File: src/rtl/cardinal_pkg.sv
// rtl/cardinal_pkg.sv - shared constants for the cardinal NIC
package cardinal_pkg;

    // Processor register map
    localparam logic [1:0] ADDR_IBUF  = 2'b00;
    localparam logic [1:0] ADDR_ISTAT = 2'b01;
    localparam logic [1:0] ADDR_OBUF  = 2'b10;
    localparam logic [1:0] ADDR_OSTAT = 2'b11;

    // Virtual-channel bit of a default-width packet (its MSB)
    localparam int VC_BIT = 63;

    // Bit of a status read word that carries the full flag
    localparam int STATUS_FULL = 0;

endpackage

File: src/rtl/cardinal_nic_chan.sv
// rtl/cardinal_nic_chan.sv - one-entry buffer with full flag
module cardinal_nic_chan #(
    parameter int DATA_WIDTH = 64
) (
    input  logic                  clk,
    input  logic                  rst,
    input  logic                  load,
    input  logic [DATA_WIDTH-1:0] load_data,
    input  logic                  clear,
    output logic [DATA_WIDTH-1:0] data,
    output logic                  full
);

    // Load captures data and marks full; clear only drops the flag so data stays readable
    always_ff @(posedge clk or negedge rst) begin
        if (!rst) begin
            data <= '0;
            full <= 1'b0;
        end else if (load) begin
            data <= load_data;
            full <= 1'b1;
        end else if (clear) begin
            full <= 1'b0;
        end
    end

endmodule

File: src/rtl/cardinal_nic.sv
// rtl/cardinal_nic.sv - processor-to-router PE port network interface
module cardinal_nic
    import cardinal_pkg::*;
#(
    parameter int DATA_WIDTH = VC_BIT + 1,
    parameter int ADDR_WIDTH = 2
) (
    input  logic                  clk,
    input  logic                  rst,
    input  logic [ADDR_WIDTH-1:0] addr,
    input  logic [DATA_WIDTH-1:0] d_in,
    output logic [DATA_WIDTH-1:0] d_out,
    input  logic                  nicEn,
    input  logic                  nicWrEn,
    output logic                  net_so,
    input  logic                  net_ro,
    output logic [DATA_WIDTH-1:0] net_do,
    input  logic                  net_si,
    output logic                  net_ri,
    input  logic [DATA_WIDTH-1:0] net_di,
    input  logic                  net_polarity
);

    logic                  rd_en;
    logic                  wr_en;
    logic [DATA_WIDTH-1:0] ibuf;
    logic [DATA_WIDTH-1:0] obuf;
    logic                  in_full;
    logic                  out_full;
    logic                  in_load;
    logic                  in_clear;
    logic                  out_load;
    logic                  out_clear;
    logic [DATA_WIDTH-1:0] rd_data;

    assign rd_en = nicEn & ~nicWrEn;
    assign wr_en = nicEn & nicWrEn;

    // Router side: accept only when empty; send only when the router polarity matches the packet VC
    assign net_ri = ~in_full;
    assign net_do = obuf;
    assign net_so = out_full & (net_polarity == obuf[DATA_WIDTH-1]);

    // Flag updates use pre-edge state, so a write racing a drain is still dropped
    assign in_load   = net_si & ~in_full;
    assign in_clear  = rd_en & (addr == ADDR_IBUF) & in_full;
    assign out_load  = wr_en & (addr == ADDR_OBUF) & ~out_full;
    assign out_clear = net_so & net_ro;

    cardinal_nic_chan #(.DATA_WIDTH(DATA_WIDTH)) u_in_chan (
        .clk       (clk),
        .rst       (rst),
        .load      (in_load),
        .load_data (net_di),
        .clear     (in_clear),
        .data      (ibuf),
        .full      (in_full)
    );

    cardinal_nic_chan #(.DATA_WIDTH(DATA_WIDTH)) u_out_chan (
        .clk       (clk),
        .rst       (rst),
        .load      (out_load),
        .load_data (d_in),
        .clear     (out_clear),
        .data      (obuf),
        .full      (out_full)
    );

    // Read mux: buffers return data, status registers return the flag in the status bit
    always_comb begin
        rd_data = '0;
        case (addr)
            ADDR_IBUF:  rd_data = ibuf;
            ADDR_ISTAT: rd_data[STATUS_FULL] = in_full;
            ADDR_OBUF:  rd_data = obuf;
            ADDR_OSTAT: rd_data[STATUS_FULL] = out_full;
            default:    rd_data = '0;
        endcase
    end

    // Registered read data; holds when there is no read access
    always_ff @(posedge clk or negedge rst) begin
        if (!rst) begin
            d_out <= '0;
        end else if (rd_en) begin
            d_out <= rd_data;
        end
    end

endmodule

File: config.mk
export PLATFORM = sky130hd
export DESIGN_NAME = cardinal_nic
export DESIGN_NICKNAME = d
export VERILOG_FILES = /design/src/rtl/cardinal_pkg.sv /design/src/rtl/cardinal_nic_chan.sv /design/src/rtl/cardinal_nic.sv
export SDC_FILE = /design/constraint.sdc
export NUM_CORES = 1
export LEC_CHECK = 0
export ABC_AREA = 0
export BUFFER_PORTS_ARGS = -buffer_cell sky130_fd_sc_hd__buf_2
export CORE_MARGIN = 4
export CORE_UTILIZATION = 45
export CTS_CLUSTER_DIAMETER = 100
export CTS_CLUSTER_SIZE = 24
export DETAILED_ROUTE_END_ITERATION = 6
export PLACE_DENSITY = 0.75
export RECOVER_POWER = 50
export SYNTH_ARGS = -nofsm -noshare
export SYNTH_HDL_FRONTEND = slang
export SYNTH_SLANG_ARGS = --single-unit
File: constraint.sdc
create_clock -name clk -period 1.3 [get_ports clk]
set_input_delay 0.26 -clock clk [delete_from_list [all_inputs] [get_ports clk]]
set_output_delay 0.26 -clock clk [all_outputs]
set_load 0.01 [all_outputs]
==> results.sh, run 1 <==
export IMPL_synth_top_area_cell="dfrtp_1"
export IMPL_finalWirelength_mm=21.97
export IMPL_nets=1007
export IMPL_postRouteAntennaNets=0
export IMPL_root_buffer="clkbuf_16"
export IMPL_viasPerCell=5.162
export IMPL_required_ps=1040
export IMPL_hp_class="in2reg"
export IMPL_ys_ff_latch=194
export IMPL_violations="setup timing"
export IMPL_clockBufferDepth=2
export IMPL_cp_cell_sequence="xnor2_1, and2_1, buf_2"
export IMPL_power_density_nw_per_um2=2008
export IMPL_h_tree_depth=4
export IMPL_yosysTopAreaCellShare_pct=60.93
export IMPL_cts_tree="built"
export IMPL_synthCells=560
export IMPL_crit_slowest_cell="dfrtp_1"
export IMPL_cts_buffers=17
export IMPL_final_common_cell="buf_2"
export IMPL_place_congestion=0.7733
export IMPL_drive_above_1_share_pct=55.61
export IMPL_port_buffers=266
export IMPL_grt_overflow_total=0
export IMPL_timing_critical_path_from_type="flip-flop"
export IMPL_dpl_worst_slack_ps=-318.0
export IMPL_dr_pass1_iters=6
export IMPL_hpwl_mm=14.24
export IMPL_crit_arrival_ps=1270
export IMPL_avgSynthCellArea_um2=14.23
export IMPL_maxCapViolCount=0
export IMPL_cp_max_fo=2
export IMPL_max_freq_mhz=653.4
export IMPL_finalMaxSlewViolations=0
export IMPL_synth_warnings=0
export IMPL_grt_use_total_pct=22.62
export IMPL_drc=0
export IMPL_grt_pass1_wl_mm=35.11
export IMPL_setup_worst_path_end_class="output port"
export IMPL_leakage_nw=5.851
export IMPL_num_rows=48
export IMPL_place_area_um2=9847
export IMPL_synth_seq_area_share_pct=60.93
export IMPL_clock_latency_ps=420
export IMPL_die_y_um=141.1
export IMPL_synth_nets=697
export IMPL_die_area_um2=19900
export IMPL_maxSlewHeadroom_pct=51.05
export IMPL_path_clk_slew_ps=80
export IMPL_finalCoreUtilization_pct=64.27
export IMPL_mostFrequentLayoutCells="262 x buf_2, 193 x dfrtp_1, 113 x mux2_4"
export IMPL_crit_type="reg2out"
export IMPL_rsz0062_at_grt="true"
export IMPL_vdd_drop_max_mv=1.352
export IMPL_grt_max_degree=66
export IMPL_skew_ps=12.83
export IMPL_syn2layout_area_growth_pct=39.53
export IMPL_routedWlPerCell_um=19.83
export IMPL_stdcell_count=1108
export IMPL_fillCellCount=1258
export IMPL_final_area_um2=11120
export IMPL_grt_antenna_before_repair=0
export IMPL_place_inst=1050
export IMPL_synth_cell_types=23
export IMPL_fin_crit_sh_pct=117.7
export IMPL_hold_viol_final=0
export IMPL_worstMarginPinSlew_ps=734.2
export IMPL_grt_pass1_vias=6125
export IMPL_syn_cell_area_um2=7968
export IMPL_io_pins=267
export IMPL_ff_latch_area_um2=4856
export IMPL_finalSetupViolations=124
export IMPL_core_area_um2=17300
export IMPL_drtIter0Drc=217
export IMPL_fin_ws_ps=-230.4
export IMPL_antenna_cells=0
export IMPL_synthTopCellsByArea="dfrtp_1 61%, mux2_2 11%, mux2_4 9.2%, mux2i_1 7.9%, nand2_1 3.0%"
export IMPL_start_util_pct=46.06
export IMPL_multi_input_area_um2=3162
export IMPL_hold_ws_ps=59.04
export IMPL_dieWidth_um=141.1
export IMPL_vias=5719
export IMPL_period_needed_ps=1530
export IMPL_cts_sinks=194
export IMPL_slowest_delay_ps=410
export IMPL_status="finished, violations left"
[flip-flops by register name, indices dropped and copies added, names as in the netlist]
| register | cells |
|---|---|
| d_out | 64 |
| u_in_chan.data | 64 |
| u_in_chan.full | 1 |
| u_out_chan.data | 64 |
| u_out_chan.full | 1 |
[cell usage after synthesis (all sizes together)]
cell	n
clkbuf	11
nor2b	1
nor2	1
dfrtp	194
a21bo	1
and2	1
o21ai	63
mux2i	63
buf	24
nand2	64
nand2b	1
xnor2	1
nand4	1
or2	1
o21bai	1
inv	1
mux2	129
mux4	1
nor3	1
[report_power, final]
part / switching, W / leakage, nW / internal (W)
Combinational: 0.00286 / 3.16 / 0.00446
Sequential: 0.00139 / 2.39 / 0.00811
Clock: 0.00229 / 0.302 / 0.00321
[stage by stage]
step | setup TNS, ps | total power [W]
3_5_place_dp | -20450 | 0.01525
2_1_floorplan | 0 | 0.01275
3_3_place_gp | -16000 | 0.01498
4_1_cts | -12510 | 0.02229
5_1_grt | -16050 | 0.02350
6_report | -10680 | 0.02232
[layer usage]
| metal | global-route usage [%] | vias to the layer above | wire length, um |
|---|---|---|---|
| met5 | 0 | - | 0 |
| met4 | 4.895 | 0 | 308 |
| met3 | 7.395 | 28 | 1604 |
| met2 | 37.67 | 230 | 11170 |
| met1 | 29.06 | 2876 | 8891 |
| li1 | - | 2585 | - |
[final cells by class]
type | instances | area share, %
flip-flops and latches | 194 | 43.68
multi-input cells | 330 | 28.44
repair buffers | 326 | 19.73
clock buffers | 22 | 4.266
well taps | 225 | 2.532
clock inverters | 10 | 1.317
inverters | 1 | 0.03376
[cell families after synthesis]
logic type	Yosys count	share of synthesized area [%]
AOI/OAI and AO/OA	65	4.177
xor gates and xnor gates	1	0.1099
buffers and inverters	36	2.528
DFF	194	60.93
muxes	193	28.74
and+or+nand+nor	71	3.518
[worst paths after layout]
check                                                  endpoint  cells after the start                       startpoint  slack [ps]
worst max-delay path                                     net_so                      3  u_out_chan.data[63]$_DFFE_PN0P_        -230
worst min-delay path             u_out_chan.data[9]$_DFFE_PN0P_                      2                          d_in[9]          60
worst max register to register  u_out_chan.data[16]$_DFFE_PN0P_                      5      u_out_chan.full$_DFFE_PN0P_        -140
worst min register to register            d_out[25]$_DFFE_PN0P_                      2            d_out[25]$_DFFE_PN0P_         480
max in group asynchronous       u_out_chan.data[16]$_DFFE_PN0P_                      3                              rst         130
min in group asynchronous       u_out_chan.data[62]$_DFFE_PN0P_                      2                              rst         400
[critical path, delay by kind of cell, from the launching register on]
kind                   cells  cell delay, ps
AND/OR/NAND/NOR            1             150
XOR/XNOR                   1             160
flip-flops                 1             410
buffers and inverters      1             130
[timing repair]
| item | 4_1_cts | 5_1_grt |
|---|---|---|
| pin swaps | 2 | 2 |
| hold buffers | 1 | 0 |
| endpoints found under the hold margin | 32 | 0 |
| gates cloned | 11 | 0 |
| setup endpoints to repair | 132 | 141 |
| gates resized for setup | 90 | 16 |
| buffers inserted | 11 | 9 |
Power figures use the tool's default switching activity.
==> inputs of run 2 (changes only) <==
--- a/config.mk
+++ b/config.mk
@@ -9,9 +9,10 @@
 export BUFFER_PORTS_ARGS = -buffer_cell sky130_fd_sc_hd__buf_2
 export CORE_MARGIN = 4
 export CORE_UTILIZATION = 45
-export CTS_CLUSTER_DIAMETER = 100
+export CTS_CLUSTER_DIAMETER = 60
 export CTS_CLUSTER_SIZE = 24
 export DETAILED_ROUTE_END_ITERATION = 6
+export HOLD_SLACK_MARGIN = 0.08
 export PLACE_DENSITY = 0.75
 export RECOVER_POWER = 50
 export SYNTH_ARGS = -nofsm -noshare
==> run 2 against run 1 <==
Net effect:
- the run still ends with setup timing left
- wire length increased by 19%
- combinational power is 9.0% higher
- die area did not move
- first-iteration DRC count increased by 51%
- critical path depth did not move
- clock skew down 1.8 ps
- critical path type unchanged
==> results.sh, run 2 (synthesis gave the netlist of run 1 again) <==
export IMPL_status="finished, violations left"
export IMPL_violations="setup timing"
export IMPL_crit_type="reg2out"
export IMPL_drc=0
export IMPL_routedWlPerCell_um=21.04
export IMPL_cp_cell_sequence="xnor2_2, and2_1, buf_2"
export IMPL_skew_ps=10.99
export IMPL_h_tree_depth=4
export IMPL_crit_arrival_ps=1340
export IMPL_vdd_drop_max_mv=1.309
export IMPL_num_rows=48
export IMPL_mostFrequentLayoutCells="260 x buf_2, 193 x dfrtp_1, 126 x dlygate4sd3_1"
export IMPL_use_met1_pct=31.58
export IMPL_dieWidth_um=141.1
export IMPL_hpwl_mm=14.24
export IMPL_crit_slowest_cell="dfrtp_1"
export IMPL_grt_max_degree=66
export IMPL_setup_tns_ps=-12070
export IMPL_fin_ws_ps=-295.6
export IMPL_finalSetupViolations=124
export IMPL_top_regs="d_out x64, u_in_chan.data x64, u_out_chan.data x64"
export IMPL_cp_max_fo=2
export IMPL_clock_latency_ps=420
export IMPL_rsz0062_at_grt="true"
export IMPL_vias=6478
export IMPL_cts_buffers=17
export IMPL_hp_class="in2reg"
export IMPL_final_common_cell="buf_2"
export IMPL_io_pins=267
export IMPL_max_freq_mhz=626.7
export IMPL_finalWirelength_mm=26.13
export IMPL_fillCellCount=1052
export IMPL_syn2layout_area_growth_pct=56.67
export IMPL_cts_sinks=194
export IMPL_r2r_start="u_out_chan.full$_DFFE_PN0P_"
export IMPL_power_density_nw_per_um2=1848
export IMPL_grt_antenna_before_repair=2
export IMPL_clockBufferDepth=2
export IMPL_leakage_nw=6.434
export IMPL_finalMaxSlewViolations=0
export IMPL_drtIter0Drc=328
export IMPL_postRouteAntennaNets=0
export IMPL_path_clk_slew_ps=70
export IMPL_die_area_um2=19900
export IMPL_timing_critical_path_from_type="flip-flop"
export IMPL_r2r_cells=5
export IMPL_place_area_um2=9847
export IMPL_gr_max_usage_layer="met2"
export IMPL_worstMarginPinSlew_ps=765.0
export IMPL_maxSlewHeadroom_pct=49.00
export IMPL_critPathTopFamily="flip-flops"
export IMPL_critPathBufInv=1
export IMPL_core_area_um2=17300
export IMPL_final_area_um2=12480
export IMPL_fin_crit_sh_pct=122.7
export IMPL_drive_above_1_share_pct=49.16
export IMPL_hold_depth=2
export IMPL_met2_usage_pct=45.32
export IMPL_required_ps=1040
export IMPL_start_util_pct=46.06
export IMPL_nets=1139
export IMPL_grt_overflow_total=0
export IMPL_hold_end="u_in_chan.data[36]$_DFFE_PN0P_"
export IMPL_setup_worst_path_end_class="output port"
export IMPL_die_y_um=141.1
export IMPL_reg2reg_slack_ps=-160
export IMPL_grt_pass1_wl_mm=40.97
export IMPL_hold_path_startpoint="net_di[36]"
export IMPL_grt_pass1_vias=7243
export IMPL_port_buffers=266
export IMPL_root_buffer="clkbuf_16"
export IMPL_use_met3_pct=7.768
export IMPL_dr_pass1_iters=5
export IMPL_place_congestion=0.7733
export IMPL_period_needed_ps=1596
export IMPL_slowest_delay_ps=430
export IMPL_timing_rr_end="u_out_chan.data[22]$_DFFE_PN0P_"
export IMPL_grt_use_total_pct=26.49
export IMPL_maxCapViolCount=0
export IMPL_cts_tree="built"
export IMPL_viasPerCell=5.216
export IMPL_hold_viol_final=0
[run 2: cell types whose count changed in the layout (fill, tap and decap cells not counted)]
cell and change:
dlygate4sd3_1 +125, mux2_4 +1, diode_2 +2, a21bo_2 -1
xnor2_2 +1, a21bo_4 +1, buf_6 +6, buf_12 +1
buf_2 -2, buf_4 +5, mux2_2 -1, xnor2_1 -1
clkbuf_4 -3
[run 2: timing repair]
item | 4_1_cts | 5_1_grt
endpoints found under the setup margin | 132 | 146
hold buffers | 125 | 1
setup buffers | 11 | 17
pin swaps | 2 | 2
resized for setup | 90 | 23
endpoints found under the hold margin | 156 | 1
cloned | 11 | 0
[run 2: area by class of cell]
class | count | area [um2] | share of cell area, %
flip-flops and latches | 194 | 4856 | 38.90
repair buffers | 458 | 3537 | 28.34
multi-input cells | 330 | 3179 | 25.47
clock buffers | 22 | 474.2 | 3.799
well taps | 225 | 281.5 | 2.255
clock inverters | 10 | 146.4 | 1.173
diodes | 2 | 5.005 | 0.04009
inverters | 1 | 3.754 | 0.03007
[run 2: power breakdown]
group / switching [W] / internal, W
clock: 0.00230 / 0.00321
sequential: 0.00148 / 0.00811
combinational: 0.00313 / 0.00484
total: 0.00691 / 0.0162
[run 2: per-stage QoR]
step                      utilization, %  total power [W]  worst slack [ps]  hold WS, ps  std cells
after floorplan                        -          0.01275             2.333       -35.59        560
after global placement             56.93          0.01498            -276.7        244.5       1050
after detailed placement           56.93          0.01525            -318.0        242.5       1050
after CTS                          71.98          0.02258            -262.1        80.04       1228
after global routing               72.17          0.02416            -388.5        82.95       1242
final                              72.17          0.02307            -295.6        109.6       1242
[run 2: how the worst max path moves through the flow]
stage,from,end,slack (ps),depth (start not counted)
floorplan,u_out_chan.full$_DFFE_PN0P_,u_out_chan.data[0]$_DFFE_PN0P_,2,5
global placement,nicWrEn,d_out[0]$_DFFE_PN0P_,-280,4
detailed placement,nicWrEn,d_out[0]$_DFFE_PN0P_,-320,4
CTS,u_out_chan.data[63]$_DFFE_PN0P_,net_so,-260,3
global route,u_out_chan.data[63]$_DFFE_PN0P_,net_so,-390,3
finish,u_out_chan.data[63]$_DFFE_PN0P_,net_so,-300,3
[run 2: metal layers]
layer	vias to the layer above	wire, um
met5	-	0
met4	0	735
met3	62	1807
met2	302	13680
met1	3274	9915
li1	2840	-
